==> src/rtl/clock_enable_gen.sv <==
// ---------------------------------------------------------------------------
// clock_enable_gen
//
// Multi-channel clock-enable generator. Every channel divides the single
// system clock by a runtime-programmable divisor and emits a registered
// one-cycle strobe at the end of each period. In square mode it also emits
// a 50%-duty level with period 2N. A free-running counter is kept beside
// the channels so that the old divided-clock taps (free_count[k]) are still
// available. No new clocks are derived; everything runs on clk.
//
// Ports:
//   clk         system clock, the only clock of the block
//   reset       synchronous, active-high reset
//   en          global enable; low freezes every counter, ticks go low
//   div_in      divisor values, channel i at [i*DIV_W +: DIV_W]
//   div_load    per-channel load strobe for its div_in slice
//   mode        per channel: 0 = pulse, 1 = square
//   tick        registered one-cycle strobe at the end of each period
//   level       registered square output (square mode only, else 0)
//   pending     high while a loaded divisor waits for its period boundary
//   free_count  free-running enabled-cycle counter
// ---------------------------------------------------------------------------
module clock_enable_gen #(
   parameter int CHANNELS  = 4,
   parameter int DIV_W     = 16,
   parameter int CNT_W     = 32,
   parameter int RESET_DIV = 2
) (
   input  logic                      clk,
   input  logic                      reset,
   input  logic                      en,
   input  logic [CHANNELS*DIV_W-1:0] div_in,
   input  logic [CHANNELS-1:0]       div_load,
   input  logic [CHANNELS-1:0]       mode,
   output logic [CHANNELS-1:0]       tick,
   output logic [CHANNELS-1:0]       level,
   output logic [CHANNELS-1:0]       pending,
   output logic [CNT_W-1:0]          free_count
);

   localparam logic [DIV_W-1:0] RESET_DIV_V = DIV_W'(RESET_DIV);
   localparam logic [DIV_W-1:0] DIV_ONE     = DIV_W'(1);
   localparam logic [CNT_W-1:0] CNT_ONE     = CNT_W'(1);

   // Free-running counter. It only advances on enabled cycles and wraps
   // naturally at 2^CNT_W, so its bits behave like the legacy ripple of
   // divided clocks, each bit k toggling every 2^k enabled cycles.
   always_ff @(posedge clk) begin
      if (reset) begin
         free_count <= '0;
      end else if (en) begin
         free_count <= free_count + CNT_ONE;
      end
   end

   genvar i;
   generate
      for (i = 0; i < CHANNELS; i++) begin : g_ch
         logic [DIV_W-1:0] cnt;
         logic [DIV_W-1:0] div;
         logic [DIV_W-1:0] pend_div;
         logic [DIV_W-1:0] last_cnt;
         logic [DIV_W-1:0] load_val;
         logic             terminal;
         logic             tick_r;
         logic             level_r;
         logic             pending_r;

         // Terminal-cycle detection. A divisor of zero behaves as one, so
         // the last count value is 0 in both cases and the channel then
         // fires on every enabled cycle. The >= comparison keeps the
         // counter from running away should it ever sit above the last
         // value; in normal operation it is an equality test because cnt
         // is cleared whenever a new divisor takes effect.
         always_comb begin
            load_val = div_in[i*DIV_W +: DIV_W];
            last_cnt = (div == '0) ? '0 : (div - DIV_ONE);
            terminal = en && (cnt >= last_cnt);
         end

         // Period counter and strobe. With en low the count holds so that
         // a resumed channel finishes its period with no lost or extra
         // cycles, while the strobe is forced low.
         always_ff @(posedge clk) begin
            if (reset) begin
               cnt    <= '0;
               tick_r <= 1'b0;
            end else begin
               if (terminal) begin
                  cnt <= '0;
               end else if (en) begin
                  cnt <= cnt + DIV_ONE;
               end
               tick_r <= terminal;
            end
         end

         // Divisor update. A load is captured at any time, but the running
         // period always completes on the old divisor: the captured value
         // only moves into div at a terminal cycle. A load that lands on a
         // terminal cycle goes straight into div for the next period. A
         // later load while one is still waiting simply overwrites it.
         always_ff @(posedge clk) begin
            if (reset) begin
               div       <= RESET_DIV_V;
               pend_div  <= '0;
               pending_r <= 1'b0;
            end else if (div_load[i]) begin
               if (terminal) begin
                  div       <= load_val;
                  pending_r <= 1'b0;
               end else begin
                  pend_div  <= load_val;
                  pending_r <= 1'b1;
               end
            end else if (terminal && pending_r) begin
               div       <= pend_div;
               pending_r <= 1'b0;
            end
         end

         // Square output. Mode is looked at every cycle: pulse mode parks
         // the level at 0, so switching to square always starts from 0 and
         // the first rising edge comes with the next terminal cycle.
         always_ff @(posedge clk) begin
            if (reset) begin
               level_r <= 1'b0;
            end else if (!mode[i]) begin
               level_r <= 1'b0;
            end else if (terminal) begin
               level_r <= ~level_r;
            end
         end

         assign tick[i]    = tick_r;
         assign level[i]   = level_r;
         assign pending[i] = pending_r;
      end
   endgenerate

endmodule

==> config.mk <==
export PLATFORM = sky130hd
export DESIGN_NAME = clock_enable_gen
export DESIGN_NICKNAME = d
export VERILOG_FILES = /design/src/rtl/clock_enable_gen.sv
export SDC_FILE = /design/constraint.sdc
export NUM_CORES = 1
export LEC_CHECK = 0
export ABC_AREA = 0
export CAP_MARGIN = 15
export CORE_ASPECT_RATIO = 0.8
export CORE_MARGIN = 3
export CORE_UTILIZATION = 35
export CTS_BUF_LIST = sky130_fd_sc_hd__clkbuf_8
export DETAILED_ROUTE_END_ITERATION = 12
export PLACE_DENSITY_LB_ADDON = 0.08
export SYNTH_ARGS = -nofsm -noshare
export SYNTH_HDL_FRONTEND = slang
export SYNTH_SLANG_ARGS = --single-unit
==> constraint.sdc <==
create_clock -name clk -period 4.51 [get_ports clk]
set_input_delay 0.902 -clock clk [delete_from_list [all_inputs] [get_ports clk]]
set_output_delay 0.902 -clock clk [all_outputs]
set_load 0.01 [all_outputs]
* Yosys cells after proc, flatten, opt, wreduce, memory -nomap -nowiden *
Cells that the tools add are included.

word-level totals
  flip-flop bits (word level) = 236
  input bits = 75
  output and inout port bits = 44
  logic and storage cells = 114

cells by class
  add/subtract/negate cells = 9
  $lt $le $gt $ge = 4
  eq/ne operators = 4
  multiplexer cells = 28
  bitwise operators = 12
  reduce and logical (&&, ||, !) cells = 32

operators with widths
  kind                                                                   number
  16-bit 2-to-1 mux                                                      16
  16-bit by 1-bit adder with 16-bit output (second input constant)       4
  16-bit greater-or-equal comparator                                     4
  16-bit zero test                                                       4
  16-bit by 1-bit subtractor with 16-bit output (second input constant)  4
  32-bit by 1-bit adder with 32-bit output (second input constant)       1
  2-bit AND reduction                                                    8
  2-bit OR reduction                                                     8
  1-bit 2-to-1 mux                                                       12
  1-bit NOT                                                              12
  1-bit logical AND                                                      8
  2-bit by 1-bit != test with 1-bit output (second input constant)       4
  2-bit nonzero test                                                     4

* Longest topological paths before layout *
Gate-level depths: netlist of the first run.

  depth after elaboration = 7
  gate-level depth with buffers = 16
  mapped depth without buffers = 14

* Least setup slack after synthesis of the first run *
OpenSTA, ideal clock, no wires.

  kind = reg-to-reg
  start point = register g_ch[3].div[8]
  end point = register g_ch[3].pending_r
  setup time = 0.064 ns
  data arrival time = 3.346 ns
  path slack = 1.099 ns
  cell stages (with the launch flop) = 17
  buffers on the path = 4
  cells stage by stage = dfxtp_1 nor4_1 nand2_1 or4_1 nand4bb_1 clkbuf_1 buf_2 nand2_1 ha_1 nand4_1 nor3_1 a211oi_2 a21oi_1 or2_1 buf_2 buf_2 nor2_1

on the way
  cells in the longest elaborated chain, start to end = 6
  elaborated cells between the ends (all ways) = 9

ends and longest elaborated chain
  what                                                                                      RTL line  source
  start: declaration                                                                        60        logic [DIV_W-1:0] div;
  start signal: assignment                                                                  110       div <= load_val;
  start signal: assignment                                                                  117       div <= pend_div;
  16-bit by 1-bit subtractor with 16-bit output / 16-bit zero test (equally long branches)  77        last_cnt = (div == '0) ? '0 : (div - DIV_ONE);
  16-bit 2-to-1 mux *                                                                       77
  16-bit greater-or-equal comparator *                                                      78        terminal = en && (cnt >= last_cnt);
  1-bit logical AND *                                                                       78
  1-bit 2-to-1 mux / 1-bit logical AND (equally long branches)                              109, 116
  1-bit 2-to-1 mux / 2-bit nonzero test (equally long branches)                             --
  end signal: assignment                                                                    107       pending_r <= 1'b0;
  end signal: assignment                                                                    111       pending_r <= 1'b0;
  end signal: assignment                                                                    114       pending_r <= 1'b1;
  end: declaration                                                                          67        logic pending_r;

Every way passes the cells marked *; elsewhere a longest branch is shown, timed or not.
A chain may end at the register's enable or synchronous reset.

* Worst setup path in the final report of the first run *
  start point = register g_ch[2].div[5]
  end point = register g_ch[2].cnt[1]

on the way
  cells in the longest elaborated chain, start to end = 5
  elaborated cells between the ends (all ways) = 6

ends and longest elaborated chain
  what                                                                                      RTL line  source
  start: declaration                                                                        60
  start signal: assignment                                                                  110
  start signal: assignment                                                                  117
  16-bit by 1-bit subtractor with 16-bit output / 16-bit zero test (equally long branches)  77
  16-bit 2-to-1 mux *                                                                       77
  16-bit greater-or-equal comparator *                                                      78
  1-bit logical AND *                                                                       78
  2-bit OR reduction (no source line) *                                                     --
  end signal: assignment                                                                    92        cnt <= cnt + DIV_ONE;
  end: declaration                                                                          59        logic [DIV_W-1:0] cnt;

Marks and branches as above.

==> run_results.csv, run 1 <==
group,metric,value,unit
logic_synthesis,synth_xor_area_share,9.70,%
clocking,h-tree-depth,2,
global_route,grt_max_degree,90,
logic_synthesis,ys_seq_area_share,37.4,%
timing,drv_slew,0,
finish,finalCoreUtilization,42.8,%
critical_path,critPathMaxStageDelay,0.53,ns
logic_synthesis,synth_nets,1591,
finish,fin_area,0.0150,sq mm
critical_path,cp_data_required_time,4.93,ns
power_and_ir_drop,power_density,570,mW/mm^2
placed_design,dp_cells,1973,
timing,fin_setup_tns,0,ns
outcome,status,"finished clean",
logic_synthesis,synth_top_area_share,37.4,%
route,wire_per_inst,14.9,microns
logic_synthesis,synth_compound_area_share,9.08,%
clocking,cts.path.max_buffers,3,
critical_path,worstPathMaxFanout,17,
run,maxCapViolations,0,
logic_synthesis,synth-simple-area-share,22.1,%
timing,rsz0062_at_grt,"false",
clocking,cts_tree,"done",
die,dieWidth,218,microns
clocking,cts_resized,0,
finish,diodes,0,
finish,layout-drive-gt1-share,6.98,%
timing,timing.slew.headroom,58.0,%
logic_synthesis,synth_top_area_cell,"dfxtp_1",
timing,worstMarginPinSlew,0.630,ns
critical_path,rr_worst_depth,13,
global_route,antenna_found_initial,1,
logic_synthesis,async_reset_ff_share,0,%
placed_design,hpwl,21.7,mm
placed_design,globalplace.congestion,0.799,
critical_path,cp_slowest_cell,"or2_1",
critical_path,crit_buf_inv,0,
clocking,clock_sinks,236,
route,drc_errors,0,
timing,hold_violations,0,
route,vias_per_cell,4.88,
global_route,grt_remaining_overflow,0,
logic_synthesis,postSynthAreaPerCell,8.78,sq um
logic_synthesis,yosys-top-cells-area,"dfxtp_1 (37%), mux2i_1 (10%), nor2_1 (7.7%)",
die,rows,61,
critical_path,startpoint_type,"flop",
timing,min_period,3.78,ns
logic_synthesis,synth_flop_cell,"dfxtp_1",
critical_path,r2r-start,"g_ch[2].div[5]",
timing,timing.final.crit_share,83.7,%
logic_synthesis,synthCells,1439,
logic_synthesis,synth_mux_area_share,10.3,%
logic_synthesis,synth_top_family_by_area,"simple AND/OR/NAND/NOR gates",
logic_synthesis,synthDistinctLibCells,67,
global_route,grt_pass1_vias,9768,
finish,instances_no_fill,2047,
logic_synthesis,yosysWarningCount,0,
logic_synthesis,syn_area,0.0126,sq mm
route,m1WireLength,15.9,mm
logic_synthesis,ys_ff_latch,236,
critical_path,reg2reg_slack,0.73,ns
critical_path,worstSetupPathType,"flop to flop",
route,drt_iter0_markers,415,
finish,final_net_count,1697,
finish,syn2layout_area_growth,19.1,%
worst_hold_path,min_path_cells,2,
worst_hold_path,hold_start,"g_ch[3].pend_div[1]",
critical_path,worstSetupEndpointType,"flop",
placed_design,place_area,0.0142,sq mm
critical_path,cp_cell_sequence,"nor4_1 > nor2b_1 > nand3_1 > nor3_1 > xor2_1 > nand2_1 > ha_1 > nand4_1 > nor3_2 > o311ai_2 > a31oi_1 > or2_1 > nor2_1",
route,wl,30.5,mm
critical_path,reg2reg_to,"g_ch[2].cnt[1]",
die,dieArea,0.0384,sq mm
die,die_h,176,microns
worst_hold_path,hold_class,"flop to flop",
clocking,clk_latency,0.56,ns
logic_synthesis,synth-adder-area-share,7.62,%
critical_path,crit_family,"simple AND/OR/NAND/NOR gates",
route,dr_wl_met2,12.4,mm
route,met3_length,1.70,mm
route,vias,9990,
route,firstDrtPassIters,5,
critical_path,arrival,4.20,ns
placed_design,portBuffers,118,
die,start_util,35.9,%
clocking,postCtsSetupBuffers,0,
die,io_pins,119,
logic_synthesis,ys_top_cells_by_count,"nor2_1 (260), dfxtp_1 (236), nand2_1 (136)",
clocking,postCtsHoldBufs,0,
global_route,track_usage,15.8,%
power_and_ir_drop,p_leak,6.15,nW
worst_hold_path,hold_end,"g_ch[3].pend_div[1]",
logic_synthesis,synth_edf_count,0,
logic_synthesis,synth_most_common_cell,"nor2_1",
timing,setup_viol,0,
clocking,cts-buffers-inserted,42,
route,postRouteAntennaNets,0,
clocking,clk_pin_slew,0.06,ns
power_and_ir_drop,finalPower,8.58,mW
timing,skew,0.0239,ns
power_and_ir_drop,irDropWorstVdd,0.544,mV
timing,clock.fmax,265,MHz
route,top_layer,"met5",
clocking,cts-root-buf,"clkbuf_8",
die,coreArea,0.0352,sq mm
global_route,grt_pass1_wl,50.2,mm
[state kept, by name, indices dropped and copies added, names as in the netlist]
register and count:
free_count 32, g_ch.cnt 64, g_ch.div 64, g_ch.level_r 4, g_ch.pend_div 64, g_ch.pending_r 4, g_ch.tick_r 4
[per-layer routing]
layer | vias to the layer above | track usage [%]
met5 | - | 0
met4 | 2 | 3.83
met3 | 41 | 4.49
met2 | 150 | 23.1
met1 | 4598 | 23.0
li1 | 5199 | -
[worst register-to-register path: cells and delay by family, from the launching register on]
family	cells	cell delay, ns
simple gates	9	2.30
fa+ha+maj	1	0.28
xor+xnor	1	0.17
flops	1	0.36
compound gates	2	0.54
[report_power, final]
group	switching [mW]	total, mW	internal [mW]
Combinational	2.20	3.80	1.60
Sequential	0.279	2.74	2.46
Clock	0.889	2.05	1.16
Total	3.37	8.58	5.21
[placed cells by master (no fill, tap or decap), drive strengths merged, types with 2 or more instances in the layout]
cell and count:
nand2 138, a211oi 57, a22oi 2, nand3 25, nand4 34, or2 4
xor2 93, xnor2 47, o31ai 2, a21oi 51, or3 22, buf 21
or4 5, clkinv 4, inv 32, o211ai 2, o21bai 2, clkbuf 56
nand2b 7, mux2i 130, o21ai 37, nor4 16, nand3b 3, nor2 260
a31oi 3, nor2b 9, nor3b 7, clkdlybuf4s50 117, and4 5, and3 25
ha 77, and2 6, nor3 26, dfxtp 236
[per-stage QoR]
| step | worst slack [ns] | hold slack, ns |
|---|---|---|
| finish | 0.734 | 0.487 |
| global route | 0.298 | 0.509 |
| CTS | 0.678 | 0.493 |
| detailed placement | 0.711 | 0.481 |
| global placement | 0.766 | 0.468 |
| floorplan | 1.10 | 0.455 |
[how the worst max path moves through the flow]
stage / startpoint / end / slack [ns] / cells past startpoint
2_1_floorplan: g_ch[3].div[8] / g_ch[3].pending_r / 1.10 / 16
3_3_place_gp: g_ch[1].div[6] / g_ch[1].cnt[15] / 0.77 / 12
3_5_place_dp: g_ch[2].div[5] / g_ch[2].cnt[10] / 0.71 / 13
4_1_cts: g_ch[2].div[5] / g_ch[2].cnt[5] / 0.68 / 13
5_1_grt: g_ch[2].div[2] / g_ch[2].cnt[1] / 0.30 / 13
6_report: g_ch[2].div[5] / g_ch[2].cnt[1] / 0.73 / 13
[logic make-up (layout without fill, tap and decap cells)]
| group | after synthesis | after routing |
|---|---|---|
| DFF | 236 | 236 |
| xor gates and xnor gates | 140 | 140 |
| and+or+nand+nor | 595 | 595 |
| adders and majority gates | 77 | 77 |
| buffers and inverters | 95 | 231 |
| AOI/OAI and AO/OA | 166 | 166 |
| muxes | 130 | 130 |
[area by class of cell]
| class | instances | area, sq um |
|---|---|---|
| Timing Repair Buffer | 138 | 1350 |
| Inverter | 19 | 71.3 |
| Sequential cell | 236 | 4720 |
| Fill cell | 3558 | 20100 |
| Clock inverter | 18 | 98.8 |
| Clock buffer | 56 | 771 |
| Tap cell | 472 | 591 |
| Multi-Input combinational cell | 1108 | 7440 |
No activity file was read; power rests on OpenSTA's default activity.
==> run 2, diff against run 1 <==
==> constraint.sdc (replaced) <==
create_clock -name clk -period 3.1 [get_ports clk]
set_input_delay 0.62 -clock clk [delete_from_list [all_inputs] [get_ports clk]]
set_output_delay 0.62 -clock clk [all_outputs]
set_load 0.01 [all_outputs]
==> run 2 against run 1 <==
The run now ends with negative setup slack left. Global-route usage up 1.3 points. Clock skew up 0.0030 ns. Power up 97%. Setup slack worse by 1.1 ns. Sequential cell count unchanged. Critical path depth up 3.
==> run_results.csv, run 2 (synthesis gave the netlist of run 1 again) <==
group,metric,value,unit
outcome,status,"finished, violations left",
outcome,violations,"negative setup slack",
critical_path,rr_worst_depth,16,
die,die_h,176,microns
power_and_ir_drop,irDropWorstVdd,0.468,mV
power_and_ir_drop,power_density,951,mW/mm^2
global_route,grt_pass1_vias,10500,
timing,setup_viol,104,
global_route,grt_pass1_wl,54.0,mm
worst_hold_path,hold_class,"primary input to flop",
die,start_util,35.9,%
route,drt_iter0_markers,452,
critical_path,cp_data_required_time,3.55,ns
critical_path,startpoint_type,"flop",
timing,rsz0062_at_grt,"true",
critical_path,cp_slowest_cell,"or4_4",
timing,setup_ws,-0.358,ns
timing,timing.slew.headroom,58.7,%
critical_path,path_common_cell,"buf_6",
placed_design,dp_cells,2078,
clocking,cts.path.max_buffers,3,
route,drc_errors,0,
global_route,track_usage,17.1,%
finish,layout-drive-gt1-share,25.7,%
clocking,cts_tree,"done",
timing,hold_violations,0,
clocking,clock_sinks,236,
timing,drv_slew,0,
timing,skew,0.0269,ns
die,io_pins,119,
route,vias_per_cell,4.89,
critical_path,reg2reg_to,"g_ch[3].div[9]",
finish,fin_area,0.0178,sq mm
clocking,postCtsHoldBufs,0,
clocking,cts-root-buf,"clkbuf_8",
timing,fin_setup_tns,-16.91,ns
critical_path,r2r-start,"g_ch[3].div[11]",
route,firstDrtPassIters,4,
finish,final_common_cell,"dfxtp_1",
die,dieArea,0.0384,sq mm
die,dieWidth,218,microns
timing,hold_slack,0.417,ns
placed_design,portBuffers,118,
clocking,cts-buffers-inserted,42,
global_route,antenna_found_initial,0,
finish,instances_no_fill,2195,
placed_design,hpwl,22.5,mm
critical_path,worstPathMaxFanout,8,
critical_path,cp_cell_sequence,"nor4_4 > nand2_1 > or4_4 > nand4bb_4 > buf_8 > nand2_4 > ha_4 > nand4_1 > o21bai_1 > a211oi_2 > buf_4 > a211oi_4 > buf_6 > buf_6 > clkbuf_16 > a211oi_1",
worst_hold_path,hold_start,"reset",
critical_path,worstSetupEndpointType,"flop",
die,coreArea,0.0352,sq mm
placed_design,globalplace.congestion,0.759,
route,wire_per_inst,15.4,microns
worst_hold_path,min_path_cells,2,
route,wl,33.9,mm
clocking,h-tree-depth,2,
placed_design,place_area,0.0152,sq mm
global_route,grt_remaining_overflow,0,
critical_path,reg2reg_slack,-0.36,ns
critical_path,startpoint,"g_ch[3].div[11]",
clocking,clk_pin_slew,0.06,ns
timing,clock.fmax,289,MHz
route,vias,10700,
finish,syn2layout_area_growth,40.6,%
timing,worstMarginPinSlew,0.619,ns
finish,most-common-layout-cells,"dfxtp_1 (227), nor2_1 (222), mux2i_1 (129)",
route,postRouteAntennaNets,0,
worst_hold_path,hold_end,"g_ch[2].pend_div[15]",
power_and_ir_drop,p_leak,7.30,nW
global_route,grt_max_degree,52,
clocking,clk_latency,0.56,ns
finish,finalCoreUtilization,50.5,%
timing,timing.final.crit_share,112,%
run,maxCapViolations,0,
finish,diodes,0,
finish,final_net_count,1845,
timing,min_period,3.46,ns
finish,reg.largest.list,"g_ch.cnt (64), g_ch.div (64), g_ch.pend_div (64)",
critical_path,arrival,3.90,ns
critical_path,critPathMaxStageDelay,0.45,ns
critical_path,worstSetupPathType,"flop to flop",
die,rows,61,
[run 2: changes by cell type in the layout (fill, tap and decap cells not counted), moves of 17 or more]
| cell | delta |
|---|---|
| a211oi_1 | -38 |
| a211oi_2 | +38 |
| buf_4 | +101 |
| buf_6 | +25 |
| nor2_1 | -38 |
| nor2_2 | +17 |
| nor2_4 | +21 |
| o21ai_0 | -18 |
[run 2: layout make-up]
class	instances	area, sq um
Clock inverter	21	138
Inverter	19	71.3
Tap cell	472	591
Clock buffer	53	729
Fill cell	3281	17400
Sequential cell	236	4740
Timing Repair Buffer	286	2880
Multi-Input combinational cell	1108	8620
[run 2: through the flow]
| step | worst slack [ns] | power (mW) |
|---|---|---|
| floorplan | -0.131 | 8.57 |
| global placement | -0.265 | 10.8 |
| detailed placement | -0.350 | 10.9 |
| CTS | -0.245 | 15.5 |
| global route | -0.541 | 18.1 |
| finish | -0.358 | 16.9 |
[run 2: worst max-delay path: cells and delay by family (launching register included)]
family                     cells  cell delay [ns]
and+or+nand+nor                6             1.36
buffers and inverters          5             0.80
DFF                            1             0.33
AOI/OAI and AO/OA              4             0.68
adders and majority gates      1             0.19
[run 2: worst max-delay path by stage]
stage	end	slack, ns
after floorplan	g_ch[3].pending_r	-0.13
after detailed placement	g_ch[3].div[11]	-0.35
final	g_ch[3].div[9]	-0.36
after CTS	g_ch[3].div[11]	-0.24
after global routing	g_ch[3].div[11]	-0.54
after global placement	g_ch[3].div[9]	-0.27
[run 2: routing by layer]
layer | global-route usage [%] | wire [microns]
met1 | 25.1 | 17700
met2 | 25.5 | 14200
met3 | 3.61 | 1420
met4 | 4.40 | 634
met5 | 0 | 0
[run 2: what timing repair did]
item,CTS,global route
setup endpoints to repair,188,201
pin swaps,39,91
setup buffers,23,12
gates resized for setup,98,175
gates cloned,10,6
[run 2: power breakdown]
group | total (mW) | leakage, nW | switching [mW] | internal [mW]
clock network | 2.99 | 0.503 | 1.29 | 1.70
registers | 3.95 | 1.93 | 0.368 | 3.58
logic | 9.95 | 4.87 | 4.77 | 5.17
total | 16.9 | 7.30 | 6.44 | 10.5
